## src/rtl/multi_distance_sensor.sv

```systemverilog
// Purpose : APB3 slave sequencing up to NUM_CH ultrasonic rangers round-robin, timing each echo pulse.
// Latency : START write -> trigger 1 cycle; echo pin -> FSM 2 cycles; DONE/TOUT/DIST same edge, irq +1.
// Backpressure: none; PREADY tied high, every APB access completes in its access phase.
//
// Ports:
//   PCLK, PRESET                 clock, synchronous active-high reset
//   PSEL/PENABLE/PWRITE/PADDR/PWDATA/PRDATA/PREADY/PSLVERR   APB3 slave
//   echo[NUM_CH]                 asynchronous echo inputs (synchronised internally)
//   trigger[NUM_CH]              registered trigger pulses, one channel at a time
//   irq                          registered level interrupt
module multi_distance_sensor #(
  parameter int NUM_CH      = 4,
  parameter int CNT_W       = 24,
  parameter int TRIG_CYCLES = 1000,
  parameter int TIMEOUT     = 3800000
) (
  input  logic              PCLK,
  input  logic              PRESET,
  input  logic              PSEL,
  input  logic              PENABLE,
  input  logic              PWRITE,
  input  logic [31:0]       PADDR,
  input  logic [31:0]       PWDATA,
  output logic [31:0]       PRDATA,
  output logic              PREADY,
  output logic              PSLVERR,
  input  logic [NUM_CH-1:0] echo,
  output logic [NUM_CH-1:0] trigger,
  output logic              irq
);
  localparam int CH_W = (NUM_CH > 1) ? $clog2(NUM_CH) : 1;

  typedef enum logic [2:0] {IDLE, TRIG, WAIT_RISE, MEASURE, GAP} state_t;

  state_t             state_q, state_d;
  logic [CH_W-1:0]    cur_q, cur_d;
  logic [31:0]        cnt_q;
  logic [CNT_W-1:0]   width_q;
  logic [NUM_CH-1:0]  echo_meta, echo_s;
  logic               start_q, cont_q, irq_en_q, irq_q;
  logic [NUM_CH-1:0]  mask_q, done_q, tout_q, trig_q;
  logic [CNT_W-1:0]   gap_q;
  logic [CNT_W-1:0]   dist_q [NUM_CH];

  // APB decode: only word index PADDR[7:2] matters
  logic [5:0]  widx, didx;
  logic        sel_ctrl, sel_stat, sel_gap, sel_dist, mapped, wr_en;
  logic [31:0] rd_val;
  logic        unused_bits;

  assign widx     = PADDR[7:2];
  assign didx     = widx - 6'd4;
  assign sel_ctrl = (widx == 6'd0);
  assign sel_stat = (widx == 6'd1);
  assign sel_gap  = (widx == 6'd2);
  assign sel_dist = (widx >= 6'd4) && (widx < 6'(4 + NUM_CH));
  assign mapped   = sel_ctrl | sel_stat | sel_gap | sel_dist;
  assign wr_en    = PSEL & PENABLE & PWRITE & mapped;
  assign unused_bits = ^{PADDR[31:8], PADDR[1:0], PWDATA, didx};

  // Channel search: lowest enabled, and lowest enabled strictly above cur_q
  logic            low_found, nxt_found;
  logic [CH_W-1:0] low_idx, nxt_idx;
  always_comb begin
    low_found = 1'b0;
    low_idx   = '0;
    nxt_found = 1'b0;
    nxt_idx   = '0;
    for (int i = NUM_CH - 1; i >= 0; i--) begin
      if (mask_q[i]) begin
        low_found = 1'b1;
        low_idx   = CH_W'(i);
      end
      if (mask_q[i] && (i > int'(cur_q))) begin
        nxt_found = 1'b1;
        nxt_idx   = CH_W'(i);
      end
    end
  end

  logic echo_cur, trig_done, tout_hit, gap_done;
  assign echo_cur  = echo_s[cur_q];
  assign trig_done = (cnt_q == 32'(TRIG_CYCLES - 1));
  // The timeout counter spans WAIT_RISE and MEASURE without restarting
  assign tout_hit  = (cnt_q == 32'(TIMEOUT - 1));
  // A GAP of 0 still idles one cycle
  assign gap_done  = (gap_q == '0) || (cnt_q >= (32'(gap_q) - 32'd1));

  // FSM: state register
  always_ff @(posedge PCLK) begin
    if (PRESET) begin
      state_q <= IDLE;
      cur_q   <= '0;
    end else begin
      state_q <= state_d;
      cur_q   <= cur_d;
    end
  end

  // FSM: next state
  always_comb begin
    state_d = state_q;
    cur_d   = cur_q;
    case (state_q)
      IDLE: if (start_q && low_found) begin
        state_d = TRIG;
        cur_d   = low_idx;
      end
      TRIG: if (trig_done) state_d = WAIT_RISE;
      WAIT_RISE: begin
        if (tout_hit)      state_d = GAP;
        else if (echo_cur) state_d = MEASURE;
      end
      MEASURE: if (tout_hit || !echo_cur) state_d = GAP;
      GAP: if (gap_done) begin
        if (nxt_found) begin
          state_d = TRIG;
          cur_d   = nxt_idx;
        end else if (cont_q && low_found) begin
          state_d = TRIG;
          cur_d   = low_idx;
        end else begin
          state_d = IDLE;
        end
      end
      default: state_d = IDLE;
    endcase
  end

  // FSM: outputs
  logic              busy, load_dist;
  logic [NUM_CH-1:0] set_done, set_tout;
  logic [CNT_W-1:0]  dist_val;
  always_comb begin
    busy      = (state_q != IDLE);
    set_done  = '0;
    set_tout  = '0;
    load_dist = 1'b0;
    dist_val  = width_q;
    if (((state_q == WAIT_RISE) || (state_q == MEASURE)) && tout_hit) begin
      set_tout[cur_q] = 1'b1;
      load_dist       = 1'b1;
      dist_val        = '1;
    end else if ((state_q == MEASURE) && !echo_cur) begin
      set_done[cur_q] = 1'b1;
      load_dist       = 1'b1;
    end
  end

  // Datapath and register file
  logic [NUM_CH-1:0] clr_done, clr_tout;
  logic              wr_stat;
  assign wr_stat  = wr_en & sel_stat;
  assign clr_done = wr_stat ? PWDATA[8 +: NUM_CH]  : '0;
  assign clr_tout = wr_stat ? PWDATA[16 +: NUM_CH] : '0;

  always_ff @(posedge PCLK) begin
    if (PRESET) begin
      echo_meta <= '0;
      echo_s    <= '0;
      start_q   <= 1'b0;
      trig_q    <= '0;
      cnt_q     <= '0;
      width_q   <= '0;
      cont_q    <= 1'b0;
      mask_q    <= '0;
      gap_q     <= '0;
      irq_en_q  <= 1'b0;
      done_q    <= '0;
      tout_q    <= '0;
      irq_q     <= 1'b0;
      for (int i = 0; i < NUM_CH; i++) dist_q[i] <= '0;
    end else begin
      echo_meta <= echo;
      echo_s    <= echo_meta;
      // START is a one-cycle request, dropped if a sweep is already running
      start_q   <= wr_en & sel_ctrl & PWDATA[0] & ~busy;
      trig_q    <= (state_d == TRIG) ? (NUM_CH'(1) << cur_d) : '0;

      if (state_d == IDLE)
        cnt_q <= '0;
      else if ((state_d != state_q) && !((state_q == WAIT_RISE) && (state_d == MEASURE)))
        cnt_q <= '0;
      else
        cnt_q <= cnt_q + 32'd1;

      if (state_q == WAIT_RISE)    width_q <= CNT_W'(1);
      else if (state_q == MEASURE) width_q <= width_q + CNT_W'(1);

      if (wr_en && sel_ctrl) begin
        cont_q <= PWDATA[1];
        mask_q <= PWDATA[16 +: NUM_CH];
      end
      if (wr_en && sel_gap) gap_q    <= PWDATA[CNT_W-1:0];
      if (wr_stat)          irq_en_q <= PWDATA[24];

      // Hardware set overrides a simultaneous W1C
      done_q <= (done_q & ~clr_done) | set_done;
      tout_q <= (tout_q & ~clr_tout) | set_tout;
      if (load_dist) dist_q[cur_q] <= dist_val;

      irq_q <= irq_en_q & (|(done_q | tout_q));
    end
  end

  always_comb begin
    rd_val = '0;
    if (sel_ctrl) begin
      rd_val[1]             = cont_q;
      rd_val[16 +: NUM_CH]  = mask_q;
    end else if (sel_stat) begin
      rd_val[0]             = busy;
      rd_val[8 +: NUM_CH]   = done_q;
      rd_val[16 +: NUM_CH]  = tout_q;
      rd_val[24]            = irq_en_q;
    end else if (sel_gap) begin
      rd_val[CNT_W-1:0]     = gap_q;
    end else if (sel_dist) begin
      rd_val[CNT_W-1:0]     = dist_q[didx[CH_W-1:0]];
    end
  end

  assign PRDATA  = (PSEL && !PWRITE) ? rd_val : 32'd0;
  assign PSLVERR = PSEL & PENABLE & ~mapped;
  assign PREADY  = 1'b1;
  assign trigger = trig_q;
  assign irq     = irq_q;
endmodule

```

## config.mk

```make
export PLATFORM = sky130hd
export DESIGN_NAME = multi_distance_sensor
export DESIGN_NICKNAME = d
export VERILOG_FILES = /design/src/rtl/multi_distance_sensor.sv
export SDC_FILE = /design/constraint.sdc
export NUM_CORES = 1
export LEC_CHECK = 0
export CAP_MARGIN = 20
export CORE_UTILIZATION = 62
export DETAILED_ROUTE_END_ITERATION = 10
export GPL_ROUTABILITY_DRIVEN = 0
export GPL_TIMING_DRIVEN = 0
export PLACE_DENSITY = 0.94
export REMOVE_ABC_BUFFERS = 1
export SYNTH_ARGS = -nofsm -noshare
export SYNTH_HDL_FRONTEND = slang
export SYNTH_SLANG_ARGS = --single-unit
```

## constraint.sdc

```tcl
create_clock -name PCLK -period 6.73 [get_ports PCLK]
set_input_delay 1.346 -clock PCLK [delete_from_list [all_inputs] [get_ports PCLK]]
set_output_delay 1.346 -clock PCLK [all_outputs]
set_load 0.01 [all_outputs]
```

==> results by group <==
GRT
  – Global-route wire length before repair: 45860 um
  – Grt ovf: 0
  – Overall routing resource usage: 33.13%
  – Initial antenna violation count: 1
  – Number of global-route vias before repair: 8877
  – Largest net degree at the start of global routing: 50

Detailed routing
  – Vias per cell: 6.486
  – Detail Route Antenna Nets: 0
  – Routed wire length: 29120 um
  – Drt initial violations: 1073
  – First-pass DRT Iterations: 6
  – Top sig layer: met5
  – WL per Instance: 21.10 um
  – Post-route DRC: 0
  – Detail Route met3 WL: 2641 um
  – Post-route met1 wirelength: 10410 um
  – Met2 WL post-DR: 14730 um
  – Vias: 8951

Floorplan
  – Die Ht: 133.3 um
  – Die Wd: 133.3 um
  – Placement Rows: 47
  – Die area: 17780 um^2
  – Core Footprint: 16700 um^2
  – Initial Utilization: 64.02%
  – I/O Pins: 112

Pwr
  – Net Sw Frac: 21.75%
  – Leakage: 4.142 nW
  – Internal power: 2.050 mW
  – Combinational power share: 5.2%
  – Final total power: 2.619 mW
  – Clock Power Share: 42.8%
  – Worst VDD drop: 0.2476 mV
  – Pwr per Cell Area: 212.9 nW/um^2
  – Switching Power: 0.5697 mW
  – Sequential share of power: 52.0%

CTS
  – H-tree levels: 1
  – Max Root-Sink Buffers: 3
  – Clock sink total: 209
  – Cts repair resizes: 0
  – Reg clk slew, reported paths: 0.06 ns
  – Setup bufs post-CTS: 0
  – CTS Hold Bufs: 0
  – Root Buffer: clkbuf_16
  – Worst skew pair latency: 0.50 ns
  – CTS tree: built
  – Number of CTS-inserted buffers: 21

Synth
  – Number of synthesized register bits: 209
  – Top_reg_cell synth: dfxtp_1
  – Simple-gate share of the synthesized area: 20.43%
  – Cells after synthesis: 1091
  – Post-synthesis async set-or-reset flop share: 0%
  – Top cell type's share of synthesized area: 26.96%
  – Post-Synth XOR/XNOR Area: 5.979%
  – Yosys warning total: 0
  – Syn Area/Cell: 9.801 um^2
  – Yosys cell types: 61
  – Mux contribution to synthesized area: 6.108%
  – Top post-synthesis cells by area: edfxtp_1 27%, dfxtp_1 21%, nor2_1 7.2%
  – Synth Area in Adders: 4.212%
  – Mapped cell area: 10690 um^2
  – Synth Area in Compound Gates: 12.01%
  – Area leader, netlist: edfxtp_1
  – Number of synthesized flops with an enable pin: 96
  – Main combinational cell family by area after synthesis: simple AND/OR/NAND/NOR gates
  – Seq/Total Area, Yosys: 48.12%

Worst setup path
  – Crit-path max FO: 16
  – RR Startpoint: gap_q[2]
  – Worst EP required: 5.38 ns
  – CP arrival: 4.94 ns
  – CP endpoint kind: output port
  – R2R Setup Slk: 1.39 ns
  – Reg2reg path depth: 13
  – Startpoint Class: primary input
  – R2R Path End: cnt_q[18]
  – Critical path class: primary input to output port

Cells and area
  – N_diodes: 0
  – Multi-input logic area: 5265 um^2
  – Total Nets Final: 1254
  – Commonest non-fill, non-tap cells in the layout: 204 x nor2_1, 139 x nand2_1, 113 x dfxtp_1
  – Fill count: 1105
  – Commonest non-fill, non-tap cell in the layout: nor2_1
  – Layout cell share with drive strength beyond 1: 9.569%
  – Post-route cell area: 12300 um^2
  – Area grow syn2layout: 15.07%
  – FF+latch area: 5145 um^2

STA
  – Final Max Tran Viols: 0
  – Slew headroom: 27.10%
  – Max Clk Rate: 159.0 MHz
  – Skew final: 0.007559 ns
  – Final period utilization: 93.47%
  – Endpoints failing hold: 0
  – Worst-Margin Slew: 1.089 ns
  – # setup viols final: 0
  – Min Tclk post-route: 6.290 ns
  – RSZ-0062 raised after global routing: no

Status
  – Status: finished, final reports clean

Placement
  – Hpwl dp: 19760 um
  – Area after DPL: 11640 um^2
  – Port buffer count: 70

Worst hold path
  – Hold Path Sink: echo_s[0]
  – Hold path depth: 1
  – Hold crit path type: flip-flop to flip-flop
  – HP Start: echo_meta[0]

Flow run
  – Max Cap Viol: 0
[cell usage after synthesis, types with 2 or more instances]
| master | instances |
|---|---|
| buf_4 | 8 |
| buf_1 | 2 |
| a222oi_1 | 5 |
| nand3_1 | 27 |
| nor4b_1 | 4 |
| nand4b_1 | 3 |
| nand4_1 | 14 |
| o21a_1 | 5 |
| clkbuf_1 | 45 |
| buf_6 | 3 |
| a21oi_1 | 64 |
| xor2_1 | 39 |
| a221oi_1 | 2 |
| o311ai_0 | 2 |
| a22oi_1 | 15 |
| nor2_1 | 204 |
| a211oi_2 | 29 |
| a221o_1 | 3 |
| dfxtp_1 | 113 |
| inv_1 | 13 |
| xnor2_1 | 34 |
| buf_2 | 2 |
| and3_1 | 15 |
| a32oi_1 | 2 |
| and2_1 | 2 |
| or4_1 | 8 |
| a211oi_1 | 5 |
| nand2_1 | 139 |
| o211ai_1 | 3 |
| nor2b_1 | 12 |
| conb_1 | 2 |
| nand2b_1 | 5 |
| or3_1 | 6 |
| nor3b_1 | 2 |
| o21ai_0 | 27 |
| nor3_1 | 18 |
| and4_1 | 4 |
| mux2i_1 | 9 |
| ha_1 | 36 |
| nor4_1 | 19 |
| o221ai_1 | 2 |
| mux4_2 | 25 |
| edfxtp_1 | 96 |
[cell type report]
cell class                      instances  area share (%)
Clock buffer                           34           5.074
Timing Repair Buffer                   85           7.494
Clock inverter                          4          0.1932
Sequential cell                       209           41.81
Multi-Input combinational cell        815           42.79
Inverter                               13          0.3966
Tap cell                              220           2.237
[sequential cells by signal, summed over array words and instances (netlist names)]
signal and flops:
echo_meta 4, done_q 4, width_q 24, echo_s 4, cont_q 1, cur_q 2
state_q 3, mask_q 4, cnt_q 32, irq 1, irq_en_q 1, dist_q 96
trigger 4, start_q 1, tout_q 4, gap_q 24
[how the worst max path moves through the flow]
stage / from / slack, ns / end
finish: PADDR[3] / 0.44 / PRDATA[3]
global placement: PADDR[2] / -2.31 / PRDATA[3]
global route: PADDR[3] / 0.39 / PRDATA[3]
CTS: PADDR[3] / 0.53 / PRDATA[3]
floorplan: PADDR[6] / 0.67 / PRDATA[13]
detailed placement: PADDR[3] / 0.57 / PRDATA[3]
[per-stage QoR]
stage | setup TNS, ns | hold WS, ns | std cells | util (%) | setup WS, ns
5_1_grt | 0 | 0.4713 | 1380 | 73.67 | 0.3904
4_1_cts | 0 | 0.4414 | 1379 | 73.58 | 0.5320
6_report | 0 | 0.4358 | 1380 | 73.67 | 0.4398
3_3_place_gp | -81.36 | 0.4292 | 1327 | 68.32 | -2.309
3_5_place_dp | 0 | 0.4275 | 1341 | 69.70 | 0.5699
2_1_floorplan | 0 | 0.4138 | 1037 | - | 0.6686
[critical path, cell delays in order]
cell	delay, ns
clkdlybuf4s50_1	1.10
nor3b_2	1.01
buf_6	0.29
o21bai_1	0.24
nor2_1	0.33
clkdlybuf4s50_1	0.61
[power by group through the flow]
stage	Combinational (mW)	Clock, mW	Sequential (mW)
floorplan	0.0550	0	1.38
global placement	0.119	0	1.39
detailed placement	0.133	0	1.39
CTS	0.134	1.12	1.36
global route	0.142	1.17	1.36
finish	0.136	1.12	1.36
[metal layers]
layer  GRT usage [%]  vias to the layer above
met2           58.10                      558
met5               0                        -
li1                -                     4027
met4           15.21                        2
met3           5.441                      129
met1           39.91                     4235
[kinds of logic after synthesis]
group,after synthesis
compound gates,177
xor+xnor,73
fa+ha+maj,36
buf+inv,73
flops,209
mux,34
other cells,2
simple gates,487
No activity file was read; power rests on OpenSTA's default activity.
==> RTL edit (same settings) <==
Set the parameter `NUM_CH` to 2 (it was 4).
--- a/src/rtl/multi_distance_sensor.sv
+++ b/src/rtl/multi_distance_sensor.sv
@@ -9,7 +9,7 @@
 //   trigger[NUM_CH]              registered trigger pulses, one channel at a time
 //   irq                          registered level interrupt
 module multi_distance_sensor #(
-  parameter int NUM_CH      = 4,
+  parameter int NUM_CH      = 2,
   parameter int CNT_W       = 24,
   parameter int TRIG_CYCLES = 1000,
   parameter int TIMEOUT     = 3800000
Ports: changed (resized echo and trigger); port bits go from 112 to 108. No check against the original RTL was run, so the function may have changed too.
==> RTL edit against the unedited design <==
  * Synthesized cell count down 21%
  * Routed wire length shrank 29%
  * Cell area is 23% lower
  * Worst setup slack improved by 260 ps
  * Hold slack improved by 15 ps
  * Power down 21%
  * Sequential cell count decreased by 61
  * Count of clock-buffer cells in the layout down 14
  * Area after synthesis shrank 26%
  * Critical endpoint is now PRDATA[8]
  * Largest cell class unchanged
  * Largest power group is now clock
==> RTL edit: results (changes against the unedited design) <==
place_ws_ps: 886  # +317 ps
insertion_delay_ps: 430  # -70 ps
reg_top3: "dist_q x48, cnt_q x32"
diodes: 0  # unchanged
r2r-start: "gap_q[8]"
timing.critical_path.slowest_stage_cell: "clkdlybuf4s50_1"
crit_arrival_ps: 4690  # -250 ps
ctsHtreeMaxLevel: 4  # +3
synth.area.top_cells: "dfxtp_1 25%, edfxtp_1 18%, nor2_1 5.9%"
cpPeakStageDelay_ps: 840  # -260 ps
worstMarginPinSlew_ps: 1020  # -69.4 ps
finClkSkew_ps: 9.12  # +1.56 ps
postCtsSetupRepairBufs: 0  # unchanged
numCtsBuffers: 17  # -19%
synthTopCellsByCount: "124 x nor2_1, 100 x dfxtp_1, 95 x nand2_1, 49 x o21a_1, 48 x edfxtp_1"
synth-seq-area-share_pct: 43.3  # -4.8 points
grt_max_degree: 50  # unchanged
nets: 1020  # -19%
cts-root-buf: "clkbuf_16"
grt_pass1_vias: 6665  # -25%
track_usage_pct: 32.7  # -0.41 points
dp_hpwl_mm: 13.3  # -33%
antenna_found_initial: 0  # -1
synth_edf_count: 48  # -50%
p_leak_nw: 3.51  # -15%
drive_above_1_share_pct: 8.41  # -1.2 points
cp_top_family: "buffers and inverters"
cts_repair_resize_count: 0  # unchanged
synthFlopType: "dfxtp_1"
status: "complete, no violations"
hold_class: "reg2reg"
ys_types: 65  # +6.6%
irDropWorstVdd_mv: 0.246  # -0.54%
viasPerCell: 6.24  # -3.8%
wire_per_inst_um: 18.9  # -10%
async_flop_share_pct: 0  # unchanged
grt_pass1_wl_mm: 32.9  # -28%
drtIter0Drc: 886  # -17%
min_from: "echo_meta[1]"
cts.clk_slew.worst_paths_ps: 60  # about the same
cts_buffer_depth: 2  # -1
ys.warnings.count: 0  # unchanged
firstDrtPassIters: 6  # unchanged
portBuffers: 66  # -5.7%
cp-startpoint: "PADDR[2]"
cp_max_fo: 19  # +3
## RTL edit: metrics by stage
step                      std cells  util [%]  cell area (sq um)  power [mW]
after floorplan                 820         -               7740        1.00
after global placement         1058      68.6               8620        1.05
after detailed placement       1065      69.7               8760        1.06
after CTS                      1097      74.8               9400        2.07
after global routing           1099      75.1               9440        2.12
final                          1099      75.1               9440        2.07
## RTL edit: area by class of cell
type                    count  area, sq um
clock buffers              20          478
clock inverters            12          165
fillers                   778         3120
inverters                  11         41.3
multi-input cells         661         4280
flip-flops and latches    148         3440
well taps                 172          215
repair buffers             75          817
## RTL edit: layer usage
metal	vias to the layer above	track usage, %	share of wire [%]
li1	3169	-	-
met1	3241	38.2	39
met2	356	54.4	49
met3	95	8.28	7.3
met4	0	19.9	5.0
met5	-	0	0
## RTL edit: power by group
part           leakage [nW]  switching (mW)  internal (mW)
combinational          1.92          0.0557         0.0467
sequential             1.28         0.00721          0.936
clock                 0.312           0.394          0.631
## RTL edit: cells by family (layout without fill, tap and decap cells)
family	Yosys count	count (layout)	share of synthesized area, %
muxes	33	33	4.53
and+or+nand+nor	359	359	21.7
other	2	8	0.0944
adders and majority gates	35	35	5.51
DFF	148	148	43.3
buffers and inverters	61	118	3.46
xor gates and xnor gates	71	71	7.82
AOI/OAI and AO/OA	155	155	13.5
## RTL edit: final timing paths
| path | to | slack (ps) | depth (start not counted) |
|---|---|---|---|
| min | echo_s[1] | 450 | 1 |
| min reg2reg | echo_s[1] | 450 | 1 |
| max reg2reg | cnt_q[13] | 1690 | 14 |
| max | PRDATA[8] | 700 | 10 |
